### src/rtl/fp_job_sched.sv
`default_nettype none
// ============================================================================
//  Module   : fp_job_sched
//  Purpose  : Round-robin job scheduler for the int2flt / flt2int / fltadd
//             conversion engines. Accepts one job at a time, pulses the
//             selected engine's req, waits for its done under a watchdog and
//             emits a one-cycle completion record.
//  Revision : 1.0  initial release
// ============================================================================
module fp_job_sched #(
    parameter int NREQ    = 2,
    parameter int TIMEOUT = 255,
    parameter int IDW     = (NREQ > 1) ? $clog2(NREQ) : 1
) (
    input  logic              clk,
    input  logic              reset,        // asynchronous, active-low
    input  logic [NREQ-1:0]   job_valid,
    input  logic [2*NREQ-1:0] job_op,
    output logic [NREQ-1:0]   job_ready,
    output logic [2:0]        unit_req,
    input  logic [2:0]        unit_done,
    output logic              busy,
    output logic              cmpl_valid,
    output logic [IDW-1:0]    cmpl_id,
    output logic [1:0]        cmpl_status,
    output logic [7:0]        job_count
);

    localparam logic [2:0] S_IDLE   = 3'd0;
    localparam logic [2:0] S_ISSUE  = 3'd1;
    localparam logic [2:0] S_ARM    = 3'd2;
    localparam logic [2:0] S_WAIT   = 3'd3;
    localparam logic [2:0] S_REPORT = 3'd4;

    localparam logic [1:0] C_ST_OK   = 2'b00;
    localparam logic [1:0] C_ST_TMO  = 2'b01;
    localparam logic [1:0] C_ST_ILL  = 2'b10;
    localparam logic [1:0] C_OP_ILL  = 2'd3;
    localparam logic [7:0] C_TMO_LAST = 8'(TIMEOUT - 1);
    localparam int         SW         = IDW + 1;

    logic [2:0]      r_state;
    logic [IDW-1:0]  r_rr;
    logic [IDW-1:0]  r_id;
    logic [1:0]      r_op;
    logic [1:0]      r_status;
    logic [7:0]      r_timer;
    logic [7:0]      r_count;

    logic            w_any;
    logic [IDW-1:0]  w_grant_id;
    logic [NREQ-1:0] w_grant;
    logic [SW-1:0]   w_sum;
    logic [IDW-1:0]  w_idx;
    logic [1:0]      w_grant_op;

    // Round-robin search: scan downward in offset so the lowest offset from r_rr wins
    always_comb begin
        w_grant_id = '0;
        w_sum      = '0;
        w_idx      = '0;
        for (int k = NREQ - 1; k >= 0; k--) begin
            w_sum = {1'b0, r_rr} + SW'(k);
            if (w_sum >= SW'(NREQ)) begin
                w_sum = w_sum - SW'(NREQ);
            end
            w_idx = w_sum[IDW-1:0];
            if (job_valid[w_idx]) begin
                w_grant_id = w_idx;
            end
        end
    end

    assign w_any      = |job_valid;
    assign w_grant    = w_any ? (NREQ'(1) << w_grant_id) : '0;
    assign w_grant_op = job_op[{w_grant_id, 1'b0} +: 2];

    // Control FSM, round-robin pointer, watchdog timer and completion counter
    always_ff @(posedge clk or negedge reset) begin
        if (!reset) begin
            r_state  <= S_IDLE;
            r_rr     <= '0;
            r_id     <= '0;
            r_op     <= '0;
            r_status <= C_ST_OK;
            r_timer  <= '0;
            r_count  <= '0;
        end else begin
            case (r_state)
                S_IDLE: begin
                    if (w_any) begin
                        r_id    <= w_grant_id;
                        r_op    <= w_grant_op;
                        r_rr    <= (w_grant_id == IDW'(NREQ - 1)) ? '0 : w_grant_id + 1'b1;
                        r_state <= S_ISSUE;
                    end
                end
                S_ISSUE: begin
                    if (r_op == C_OP_ILL) begin
                        r_status <= C_ST_ILL;
                        r_state  <= S_REPORT;
                    end else begin
                        r_state  <= S_ARM;
                    end
                end
                S_ARM: begin
                    // Engine done may still be stale from its previous job here
                    r_timer <= '0;
                    r_state <= S_WAIT;
                end
                S_WAIT: begin
                    if (unit_done[r_op]) begin
                        r_status <= C_ST_OK;
                        r_state  <= S_REPORT;
                    end else if (r_timer == C_TMO_LAST) begin
                        r_status <= C_ST_TMO;
                        r_state  <= S_REPORT;
                    end else begin
                        r_timer  <= r_timer + 8'd1;
                    end
                end
                S_REPORT: begin
                    r_count <= r_count + 8'd1;
                    r_state <= S_IDLE;
                end
                default: begin
                    r_state <= S_IDLE;
                end
            endcase
        end
    end

    // job_ready is gated by reset so it is low while reset is held even with valid requests
    assign job_ready   = (reset && (r_state == S_IDLE)) ? w_grant : '0;
    assign unit_req    = ((r_state == S_ISSUE) && (r_op != C_OP_ILL)) ? (3'b001 << r_op) : 3'b000;
    assign busy        = (r_state != S_IDLE);
    assign cmpl_valid  = (r_state == S_REPORT);
    assign cmpl_id     = cmpl_valid ? r_id : '0;
    assign cmpl_status = cmpl_valid ? r_status : 2'b00;
    assign job_count   = r_count;

endmodule
`default_nettype wire
### config.mk
export PLATFORM = sky130hd
export DESIGN_NAME = fp_job_sched
export DESIGN_NICKNAME = d
export VERILOG_FILES = /design/src/rtl/fp_job_sched.sv
export SDC_FILE = /design/constraint.sdc
export NUM_CORES = 1
export LEC_CHECK = 0
export BUFFER_PORTS_ARGS = -buffer_cell sky130_fd_sc_hd__buf_2
export CAP_MARGIN = 20
export CORE_UTILIZATION = 43
export CTS_BUF_LIST = sky130_fd_sc_hd__clkbuf_2 sky130_fd_sc_hd__clkbuf_4 sky130_fd_sc_hd__clkbuf_8
export CTS_CLUSTER_SIZE = 10
export DETAILED_ROUTE_END_ITERATION = 7
export PLACE_DENSITY = 0.64
export SLEW_MARGIN = 30
export SYNTH_ARGS = -nofsm -noshare
export SYNTH_HDL_FRONTEND = slang
export SYNTH_SLANG_ARGS = --single-unit
### constraint.sdc
create_clock -name clk -period 1.8 [get_ports clk]
set_input_delay 0.36 -clock clk [delete_from_list [all_inputs] [get_ports clk]]
set_output_delay 0.36 -clock clk [all_outputs]
set_load 0.02 [all_outputs]
# After elaboration in Yosys (flattened, before gate mapping)
# Cells that the tools add are included.
[word_totals] ff_bits=25 elab_cells=72
[op_classes] addsub=6 n_lt_le_gt_ge=5 n_eq_ne=12 n_shift=3 n_mux=28 n_reduce_logical=11
[ops] operator="adder 8 x 1 -> 8 bit, second input constant" n=2
[ops] operator="2-to-1 mux 8 bit" n=2
[ops] operator="case mux 8 bit (2 select lines)" n=1
[ops] operator="2-to-1 mux 3 bit" n=5
[ops] operator="2-to-1 mux 2 bit" n=6
[ops] operator="case mux 3 bit (4 select lines)" n=1
[ops] operator="2-to-1 mux 1 bit" n=11
[ops] operator="inequality test 2 bit, second input constant" n=5
[ops] operator="== test 8 bit, second input constant" n=1
[ops] operator="== test 3 x 2 -> 1 bit, second input constant" n=2
[ops] operator="AND reduction 3 bit" n=2
[ops] operator="less-than comparator 1 x 2 -> 1 bit, second input constant" n=2
[ops] operator="case mux 2 bit (2 select lines)" n=1
[ops] operator="AND reduction 2 bit" n=2
[ops] operator="nonzero test 2 bit" n=2
[ops] operator="indexed part select 4 x 3 -> 2 bit" n=1
[ops] operator="== test 3 x 1 -> 1 bit, second input constant" n=1
[ops] operator="== test 3 bit, second input constant" n=1
[ops] operator="zero test 3 bit" n=1
[ops] operator="less-than comparator 2 x 3 -> 1 bit, second input constant" n=1
[ops] operator="inequality test 3 bit, second input constant" n=1
[ops] operator="nonzero test 3 bit" n=1
[ops] operator="left shift 1 x 2 -> 3 bit, first input constant" n=1
[ops] operator="adder 1 x 1 -> 2 bit, second input constant" n=1
[ops] operator="other kinds (9)" n=11

# Longest topological paths before layout
[logic_depth] depth_word=10 depth_mapped=6 ltp_nobuf=6

# Worst setup path before layout
# OpenSTA, ideal clock, no wires.
[synth_path] kind="reg-to-output" from="reg r_state[2]" to="out unit_req[1]" arrival_time_ns=1.378 t_required_ns=1.440 slack_ns=0.062 stages_incl_launch_ff=3 path_buffers=0 cell_sequence="dfrtp_1 -> nand2b_1 -> nor4b_1"
[synth_via] elab_chain_len=3
[synth_lines] element="start: declaration" line="42" rtl="logic [2:0] r_state;"
[synth_lines] element="start signal: assignment" line="81" rtl="r_state <= S_IDLE;"
[synth_lines] element="start signal: assignment" line="95" rtl="r_state <= S_ISSUE;"
[synth_lines] element="start signal: assignment" line="101" rtl="r_state <= S_REPORT;"
[synth_lines] element="== test 3 x 1 -> 1 bit" line="135" rtl="assign unit_req = ((r_state == S_ISSUE) && (r_op != C_OP_ILL)) ? (3'b001 << r_op) : 3'b000;"
[synth_lines] element="logical AND 1 bit" line="135"
[synth_lines] element="2-to-1 mux 3 bit" line="135"
[synth_lines] element="end: declaration" line="20" rtl="output logic [2:0] unit_req,"
# Every way passes these cells.

# Worst setup path after layout
[layout_path] from="reg r_state[0]" to="out cmpl_status[1]"
[layout_via] elab_chain_len=2
[layout_lines] element="== test 3 bit" line="137" rtl="assign cmpl_valid = (r_state == S_REPORT);"
[layout_lines] element="2-to-1 mux 2 bit" line="139" rtl="assign cmpl_status = cmpl_valid ? r_status : 2'b00;"
[layout_lines] element="end: declaration" line="25" rtl="output logic [1:0] cmpl_status,"
# Every way passes these cells.

==> impl_results.md <==
* Area leader, netlist: dfrtp_1
* CTS sink count at 25
* Pwr dens at 1457 nW/µm²
* Vias per cell at between 5 and 6
* Fillers at between 200 and 300
* Worst reg2reg path depth at 6
* CP peak stage delay at around 470 ps
* Top Family by Delay on Critical Path: simple AND/OR/NAND/NOR gates
* Final wirelength at slightly above 3 mm
* Clock tree from TritonCTS: yes
* Yosys warns at 0
* Failing checks: setup timing
* Post-synthesis mux area share at 0.05352
* Final Critical Period at roughly 1900 ps
* Insertion delay to the later sink of the worst-skew pair at between 300 and 400 ps
* Initial Util at 0.4557
* CP Max Fanout at 5
* Tot GR Track Use at 0.1945
* Grt met1 use at 0.2465
* Max-slew violations at 0
* Reg2Reg Setup Slack at 120 ps
* Sequential share of power at 0.384
* Fin cells at roughly 220
* DR WL/cell at approximately 14 µm
* Setup TNS Final at -345.0 ps
* Final ANT Viol Nets at 0
* Synth Net Count at between 100 and 150
* Drt drc at 0
* Xor/xnor share of the synthesized area at 0.04371
* Crit Path Class: flip-flop to output port
* Top Ports at 29
* Busiest grt layer: met2
* Sequential Area at around 630 µm²
* Adder-cell share of the synthesized area at 0.02676
* Combinational Power Share at 0.516
* Largest family of logic cells by synthesized area: simple AND/OR/NAND/NOR gates
* Hold Crit Class: input pin to asynchronous set/reset pin
* Initial antenna violation count at 0
* Switching power at 1.136 mW
* Mean Syn Cell Area at approximately 10 µm²
* Most frequent cells in the layout: dfrtp_1, buf_2, buf_4, nand2_1, buf_6
* Worst reg2reg startpoint: r_state[0]$_DFFE_PN0P_
* Yosys reg bits at 25
* Max_cap viols at 0
* P_int at around 1.6 mW
* DRT Pass-1 Iters at 4
* WP data arrival at roughly 1500 ps
* Final Hold Violating Endpoints at 0
* First-pass GRT wire length at between 5 and 6 mm
* Cell Rows at 20
* Post-synthesis simple-gate area fraction at 0.2435
* Post-synth cell types at 45
* Met3 GRT Util at 0.04585
* Die footprint at approximately 3500 µm²
* Clock-pin slew on the worst setup and hold paths at 130 ps
* CP dominant cell by count: buf_6
* Synth Cell Area at between 1000 and 1500 µm²
* Area occupied by multi-input gates at about 800 µm²
* Endpoints failing setup at 8
* Slowest CP cell: dfrtp_2
* Layout net count at roughly 190
* Post-Layout Inst Area at about 1900 µm²
* HPWL after DPL at roughly 2.1 mm
* Port bufs at 28
* Tcrit/Tclk final at 1.047
* Hold slack at roughly 64 ps
* Register area share after synthesis at 0.4460
* Max clock buf depth at 2
* Critical-path cell list: buf_6 -> nor3b_4 -> and2_4 -> buf_6
* VDD IR max at 0.8288 mV
* Chip height at between 50 and 60 µm
* Cts bufs inserted at 3
* Fmax at about 530 MHz
* Placed Cells at 209
* Area share of the largest cell type after synthesis at 0.4460
* Synth Area in Compound Gates at 0.1445
* Worst R2R End: job_count[5]$_DFFE_PN0P_
* Commonest non-fill, non-tap cell in the layout: dfrtp_1
* Area grow syn2layout at 32.20%
* Vias at approximately 1.2k
* Startpoint types: flip-flop
* Final Util at 0.6024
* Rel. slew slack at 0.6756
* Core footprint at slightly above 3000 µm²
* GR Layer Usage met2 at 0.3312
* Slew @ Worst Pin at about 480 ps
* RSZ-0062 raised after global routing: yes
* Status: finished with violations
* Worst path required time at 1440 ps
* GP Congestion at 0.8602
* Share of cells above drive strength 1 at 0.4068
* Min setup slack post-route at -83.87 ps
* Pre-CTS WS at 165.9 ps
* Root Buffer: clkbuf_4
* Skew final at 1.327 ps
* Placed inst area at around 1600 µm²
* Largest net degree at the start of global routing at 24
* Pwr Total at ~2.7 mW
* Die Wd at 59.11 µm
* 1st-iter DRT viols at 61
* Clk pwr share at 0.100
* CTS H-tree depth at 1
* Sw Ratio at 0.4207
* Pleak at roughly 0.84 nW
* CP endpoint kind: output port
* Gr ovfl total at 0
* Dominant cells by area after synthesis: dfrtp_1, nand2_1, xnor2_1
* Post-Syn Instances at 134
* Vias in the first global route at 1118
* Buf/Inv on CP at 2
* Ant diodes at 0
-- how the worst max path moves through the flow --
stage / startpoint / to / cells past startpoint
finish: r_state[0]$_DFFE_PN0P_ / cmpl_status[1] / 4
global placement: r_state[1]$_DFFE_PN0P_ / job_ready[1] / 4
detailed placement: r_state[0]$_DFFE_PN0P_ / cmpl_status[1] / 4
global route: r_state[0]$_DFFE_PN0P_ / cmpl_id / 4
floorplan: r_state[2]$_DFFE_PN0P_ / unit_req[1] / 2
CTS: r_state[1]$_DFFE_PN0P_ / job_ready[0] / 4
-- cell families (layout without fill, tap and decap cells) --
kind of cell               after synthesis  count (layout)
xor gates and xnor gates                 7               7
muxes                                    6               6
AOI/OAI and AO/OA                       25              25
adders and majority gates                3               3
buffers and inverters                   11              54
and+or+nand+nor                         57              57
DFF                                     25              25
-- registers in the layout, summed over array words and instances (netlist names) --
signal / flops
job_count: 8
r_id: 1
r_op: 2
r_rr: 1
r_state: 3
r_status: 2
r_timer: 8
-- worst register-to-register path: cells and delay by family (launching register included) --
family        cells  cell delay [ps]
simple gates      3              660
buf+inv           2              310
flops             1              470
xor+xnor          1              140
-- power by group through the flow --
| stage | registers [mW] | logic [mW] | clock network (mW) |
|---|---|---|---|
| 2_1_floorplan | 0.944 | 0.820 | 0 |
| 3_3_place_gp | 0.998 | 1.06 | 0 |
| 3_5_place_dp | 1.01 | 1.09 | 0 |
| 4_1_cts | 1.01 | 1.27 | 0.282 |
| 5_1_grt | 1.07 | 1.52 | 0.290 |
| 6_report | 1.04 | 1.39 | 0.271 |
-- synth_stat cells, drive strengths merged --
library cell   n
a21o           2
a21oi          2
a221o          1
a22oi          2
a31oi          1
and2           6
and2b          1
and3           3
and4           3
buf            6
clkbuf         1
dfrtp         25
ha             3
inv            4
mux2           2
mux2i          4
nand2         13
nand2b         3
nand3          6
nand3b         1
nand4          5
nor2           2
nor3           6
nor3b          2
nor4           2
nor4b          2
o2111a         1
o2111ai        1
o211ai         2
o21a           1
o21ai          5
o22a           1
o311a          1
o311ai         4
o31ai          1
or2            2
xnor2          5
xor2           2
-- layer usage --
metal / wire [µm] / share of wire / vias up
li1: - / - / 579
met1: 1401 / 0.45 / 555
met2: 1554 / 0.50 / 23
met3: 102 / 0.033 / 4
met4: 29 / 0.0094 / 0
met5: 0 / 0 / -
-- repair_timing --
item                                    CTS  global route
endpoints found under the setup margin   10            11
pin swaps                                 3             6
resized for setup                        18            16
hold buffers                              1             0
setup buffers                             5             2
endpoints found under the hold margin     2             0
cloned                                    0             0
-- final cells by class --
cell class,instances,share of cell area
clock buffers,4,0.01619
inverters,4,0.008097
multi-input cells,98,0.4312
flip-flops and latches,25,0.3401
well taps,44,0.02969
repair buffers,46,0.1748
Power figures use the tool's default switching activity.
